===== src/rtl/instr_retire_buffer_pkg.sv =====
// Shared types and constants for the in-order retirement buffer.
// The entry struct is sized for the default configuration below.
package instr_retire_buffer_pkg;

  localparam int INSTR_W = 32;
  localparam int REGNUM  = 32;
  localparam int BS      = 16;
  localparam int BS_BITS = $clog2(BS);
  localparam int RD_BITS = $clog2(REGNUM);
  localparam int RD_LSB  = 7;
  localparam int RD_MSB  = 11;

  typedef struct packed {
    logic [INSTR_W-1:0] instr;
    logic               regwrite;
    logic               valid;
    logic               done;
  } entry_t;

endpackage


===== src/rtl/instr_retire_buffer_ptr_ctrl.sv =====
// Head/tail/occupancy bookkeeping for the retirement buffer.
// Flush and reset both collapse the buffer to empty with pointers at zero.
module retire_ptr_ctrl #(
  parameter int bs      = 16,
  parameter int bs_bits = $clog2(bs)
) (
  input  logic               clk,
  input  logic               rst,
  input  logic               flush,
  input  logic               push,
  input  logic               pop,
  output logic [bs_bits-1:0] head,
  output logic [bs_bits-1:0] tail,
  output logic [bs_bits:0]   occupancy,
  output logic               full
);

  always_ff @(posedge clk) begin
    if (!rst || flush) begin
      head      <= '0;
      tail      <= '0;
      occupancy <= '0;
    end else begin
      // bs is a power of two, so pointer overflow is the wrap.
      if (push) tail <= tail + 1'b1;
      if (pop)  head <= head + 1'b1;
      if (push && !pop)
        occupancy <= occupancy + (bs_bits+1)'(1);
      else if (pop && !push)
        occupancy <= occupancy - (bs_bits+1)'(1);
    end
  end

  assign full = (occupancy == (bs_bits+1)'(bs));

endmodule


===== src/rtl/instr_retire_buffer.sv =====
// In-order retirement buffer: tags dispatches in program order, accepts
// out-of-order completions by tag, and releases entries strictly from the head.
module instr_retire_buffer
  import instr_retire_buffer_pkg::*;
#(
  parameter int Instr_word_size = INSTR_W,
  parameter int regnum          = REGNUM,
  parameter int bs              = BS,
  parameter int bs_bits         = $clog2(bs),
  parameter int rd_bits         = $clog2(regnum)
) (
  input  logic                       clk,
  input  logic                       rst,
  input  logic                       flush,
  input  logic                       in_valid,
  output logic                       in_ready,
  input  logic [Instr_word_size-1:0] Instr_in,
  input  logic                       RegWrite_in,
  output logic [bs_bits-1:0]         alloc_tag,
  input  logic                       cmp_valid,
  input  logic [bs_bits-1:0]         cmp_tag,
  output logic                       out_valid,
  input  logic                       out_ready,
  output logic [Instr_word_size-1:0] Instr_out,
  output logic                       RegWrite_out,
  output logic [rd_bits-1:0]         rd_out,
  output logic [bs_bits:0]           occupancy,
  output logic                       cmp_err
);

  entry_t             ent [bs];
  logic [bs_bits-1:0] head;
  logic [bs_bits-1:0] tail;
  logic               full;
  logic               push;
  logic               pop;
  logic               cmp_ok;

  retire_ptr_ctrl #(.bs(bs), .bs_bits(bs_bits)) u_ptr (
    .clk       (clk),
    .rst       (rst),
    .flush     (flush),
    .push      (push),
    .pop       (pop),
    .head      (head),
    .tail      (tail),
    .occupancy (occupancy),
    .full      (full)
  );

  assign in_ready  = ~full;
  assign alloc_tag = tail;
  assign push      = in_valid & in_ready & ~flush;
  assign out_valid = ent[head].valid & ent[head].done & ~flush;
  assign pop       = out_valid & out_ready;
  assign cmp_ok    = ent[cmp_tag].valid & ~ent[cmp_tag].done;

  // Push, completion and pop never touch the same entry in one cycle:
  // tail==head only when empty or full, and a popped head is already done.
  always_ff @(posedge clk) begin
    if (!rst) begin
      for (int i = 0; i < bs; i++) ent[i] <= '0;
    end else if (flush) begin
      for (int i = 0; i < bs; i++) begin
        ent[i].valid <= 1'b0;
        ent[i].done  <= 1'b0;
      end
    end else begin
      if (push) ent[tail] <= '{instr: Instr_in, regwrite: RegWrite_in, valid: 1'b1, done: 1'b0};
      if (cmp_valid && cmp_ok) ent[cmp_tag].done <= 1'b1;
      if (pop) begin
        ent[head].valid <= 1'b0;
        ent[head].done  <= 1'b0;
      end
    end
  end

  always_ff @(posedge clk) begin
    if (!rst)
      cmp_err <= 1'b0;
    else if (!flush && cmp_valid && !cmp_ok)
      cmp_err <= 1'b1;
  end

  assign Instr_out    = ent[head].instr;
  assign RegWrite_out = ent[head].regwrite;
  assign rd_out       = Instr_out[RD_LSB +: rd_bits];

endmodule

===== config.mk =====
export PLATFORM = sky130hd
export DESIGN_NAME = instr_retire_buffer
export DESIGN_NICKNAME = d
export VERILOG_FILES = /design/src/rtl/instr_retire_buffer_pkg.sv /design/src/rtl/instr_retire_buffer_ptr_ctrl.sv /design/src/rtl/instr_retire_buffer.sv
export SDC_FILE = /design/constraint.sdc
export NUM_CORES = 1
export LEC_CHECK = 0
export ABC_AREA = 1
export BUFFER_PORTS_ARGS = -buffer_cell sky130_fd_sc_hd__buf_2
export CORE_ASPECT_RATIO = 1.5
export CORE_MARGIN = 3
export CORE_UTILIZATION = 65
export CTS_CLUSTER_DIAMETER = 120
export CTS_CLUSTER_SIZE = 30
export DETAILED_ROUTE_END_ITERATION = 10
export PLACE_DENSITY = 0.83
export SYNTH_ARGS = -nofsm -noshare
export SYNTH_HDL_FRONTEND = slang
export SYNTH_SLANG_ARGS = --single-unit

===== constraint.sdc =====
create_clock -name clk -period 4 [get_ports clk]
set_input_delay 0.2 -clock clk [delete_from_list [all_inputs] [get_ports clk]]
set_output_delay 0.2 -clock clk [all_outputs]
set_load 0.05 [all_outputs]

==> impl_metrics.csv <==
group,metric,value,unit
run_status,status,"finished clean",
final_layout,fin_nets,2587,
timing,grt_setup_unrepaired,"no",
floorplanning,die_x,169,um
route,dr_total_vias,20200,
yosys,syn_inst,2576,
setup_path,critical_path.max_fanout,78,
setup_path,critPathKind,"flop to output port",
place,post-place-ws,0.854,ns
yosys,yosys_warnings,0,
setup_path,worst_path_most_repeated_cell,"buf_4",
clock_network,tritoncts,"yes",
route,wl_per_cell,24.5,um
job,cap_violations,0,
final_layout,drive_above_1_share,0.0844,
setup_path,r2r-end,"u_ptr.occupancy[4]",
clock_network,cts_buffers,23,
final_layout,postLayoutCellArea,27300,um2
yosys,netlist-cell-type-count,32,
setup_path,rrSetupSlack,0.79,ns
setup_path,max_stage_delay,0.80,ns
route,route.detailed.drc,0,
timing,fin_crit_sh,0.945,
route,routed_via_density,6.63,
global_routing,grt_pass1_wl,111000,um
floorplanning,fp.coreArea,39400,um2
clock_network,clkTransAtPathRegs,0.12,ns
timing,skew,0.0261,ns
clock_network,cts.path.max_buffers,3,
floorplanning,fp-row-count,89,
final_layout,diodes,0,
clock_network,cts_setup_buffers,0,
setup_path,cp.required,3.80,ns
setup_path,crit_buf_inv,3,
final_layout,nFillCells,2802,
route,drt_iter0_drc,3120,
floorplanning,die-area,42500,um2
timing,setup_ws,0.219,ns
yosys,synth_seq_cells,578,
timing,max_freq,265,MHz
setup_path,crit_end,"Instr_out[15]",
setup_path,crit_path_start_kind,"flop",
global_routing,grt_max_degree,129,
setup_path,path_depth,7,
place,place_hpwl,40700,um
yosys,synth_area,26000,um2
setup_path,crit_chain,"buf_4, buf_4, o21ai_0, o221ai_1, nand3_1, nand2_1, buf_2",
power_and_ir_drop,peakVddDrop,0.000256,V
floorplanning,num_io_pins,93,
yosys,avgSynthCellArea,10.1,um2
timing,setup_viol,0,
global_routing,grt.total_usage,0.343,
timing,tightest_slew,1.34,ns
place,gp_congestion,0.931,
hold_path,worst_hold_path_type,"primary input to flop",
timing,max-slew-margin-rel,0.106,
floorplanning,start_util,0.660,
final_layout,area_delta_synth_final,4.84,%
timing,finalCriticalPeriod,3.78,ns
setup_path,crit_arrival,3.58,ns
setup_path,rr_worst_depth,14,
timing,fin_tns_setup,0,ns
clock_network,cts_root_buffer,"clkbuf_16",
place,place_area,26600,um2
setup_path,end_kind,"output port",
timing,slew_viol_final,0,
route,first_pass_iters,7,
clock_network,cts_resized,0,
clock_network,numClockSinks,578,
route,drt-total-wl,74700,um
power_and_ir_drop,powerDensity,377,nW/um2
setup_path,slowest_stage,"buf_4",
global_routing,grt_pass1_vias,19900,
power_and_ir_drop,power_leakage,10.8,nW
final_layout,mostFrequentLayoutCells,"nor2_1, edfxtp_1, o21ai_0",
place,port_buffers,92,
floorplanning,fp.dieH,251,um
global_routing,overflow,0,
clock_network,clk_latency,0.57,ns
setup_path,critPathTopFamily,"buffers and inverters",
final_layout,final_common_cell,"nor2_1",
yosys,syn_nets,2632,
timing,hold_violations,0,
global_routing,antenna_found_initial,0,
route,ant_nets,0,
clock_network,h-tree-depth,1,
yosys,synth_seq_area_share,0.648,
## routing by layer
metal,vias up,routed length (um),GRT usage
met2,1601,35900,0.557
met5,-,0,0
li1,8767,-,-
met1,9488,24400,0.437
met3,331,9460,0.0588
met4,0,4900,0.204
## synth_stat cells, drive strengths merged
cell,n,area share
edfxtp,528,0.61
inv,115,0.017
nor3,1,0.00019
nor2,863,0.13
ha,12,0.0058
a21oi,12,0.0023
nand2,204,0.031
fa,1,0.00077
a211oi,1,0.00029
xnor2,1,0.00034
a21o,1,0.00029
xor2,5,0.0017
a22o,1,0.00034
clkbuf,128,0.018
clkinv,2,0.00029
o211ai,24,0.0069
dfxtp,50,0.038
o22ai,24,0.0058
nand4,21,0.0050
buf,81,0.017
o221ai,108,0.036
nand3,111,0.021
o21ai,281,0.054
a31oi,1,0.00024
## final cells by class
type | count | area, um2 | share of cell area
multi-input combinational | 1672 | 7840 | 0.287
inverter | 117 | 445 | 0.0163
sequential | 578 | 16900 | 0.618
clock buffer | 40 | 639 | 0.0234
clock inverter | 1 | 30.0 | 0.00110
tap | 500 | 626 | 0.0229
timing repair buffer | 139 | 833 | 0.0305
## state kept, by name (all words and copies together) (netlist names), named ones only
register / count
u_ptr.tail: 4
ent: 560
u_ptr.head: 4
u_ptr.occupancy: 5
cmp_err: 1
## cells by family after synthesis
logic type,count (synthesis),synth area share
compound gates,453,0.107
xor+xnor,6,0.00202
fa+ha+maj,13,0.00654
buf+inv,326,0.0526
flops,578,0.648
simple gates,1200,0.185
## metrics by stage
step / cells / util / power (mW) / hold WS (ns)
3_5_place_dp: 3003 / 0.674 / 7.54 / 0.481
5_1_grt: 3047 / 0.692 / 10.5 / 0.196
4_1_cts: 3047 / 0.692 / 10.3 / 0.155
6_report: 3047 / 0.692 / 10.3 / 0.168
3_3_place_gp: 3003 / 0.674 / 7.51 / 0.460
2_1_floorplan: 2576 / - / 7.31 / 0.374
## how the worst min path moves through the flow
stage,start,end,slack (ns),cells after the start
2_1_floorplan,flush,u_ptr.tail[2],0.37,3
3_3_place_gp,cmp_err,cmp_err,0.46,1
3_5_place_dp,cmp_err,cmp_err,0.48,1
4_1_cts,Instr_in[7],ent[5][10],0.15,3
5_1_grt,Instr_in[23],ent[14][26],0.20,3
6_report,Instr_in[28],ent[4][31],0.17,3
## power breakdown
| part | leakage (nW) | internal [mW] | switching, mW |
|---|---|---|---|
| Clock | 0.315 | 1.12 | 1.76 |
| Sequential | 5.87 | 6.76 | 0.0572 |
| Combinational | 4.61 | 0.105 | 0.494 |
## what timing repair did
action / in CTS / in global routing
hold buffers: 3 / 0
hold endpoints to repair: 7 / 0
endpoints found under the setup margin: 0 / 0
## worst register-to-register path, cell delays in order, from the launching register on
cell,delay [ns]
dfxtp_4,0.37
buf_4,0.53
nand3_1,0.21
nand3_1,0.13
nand3_1,0.07
nand3_1,0.16
nand4_1,0.24
ha_1,0.29
inv_1,0.14
ha_1,0.29
a21o_1,0.19
a31oi_1,0.19
xor2_1,0.16
nand2_1,0.06
a21oi_1,0.12
Power figures use the tool's default switching activity.
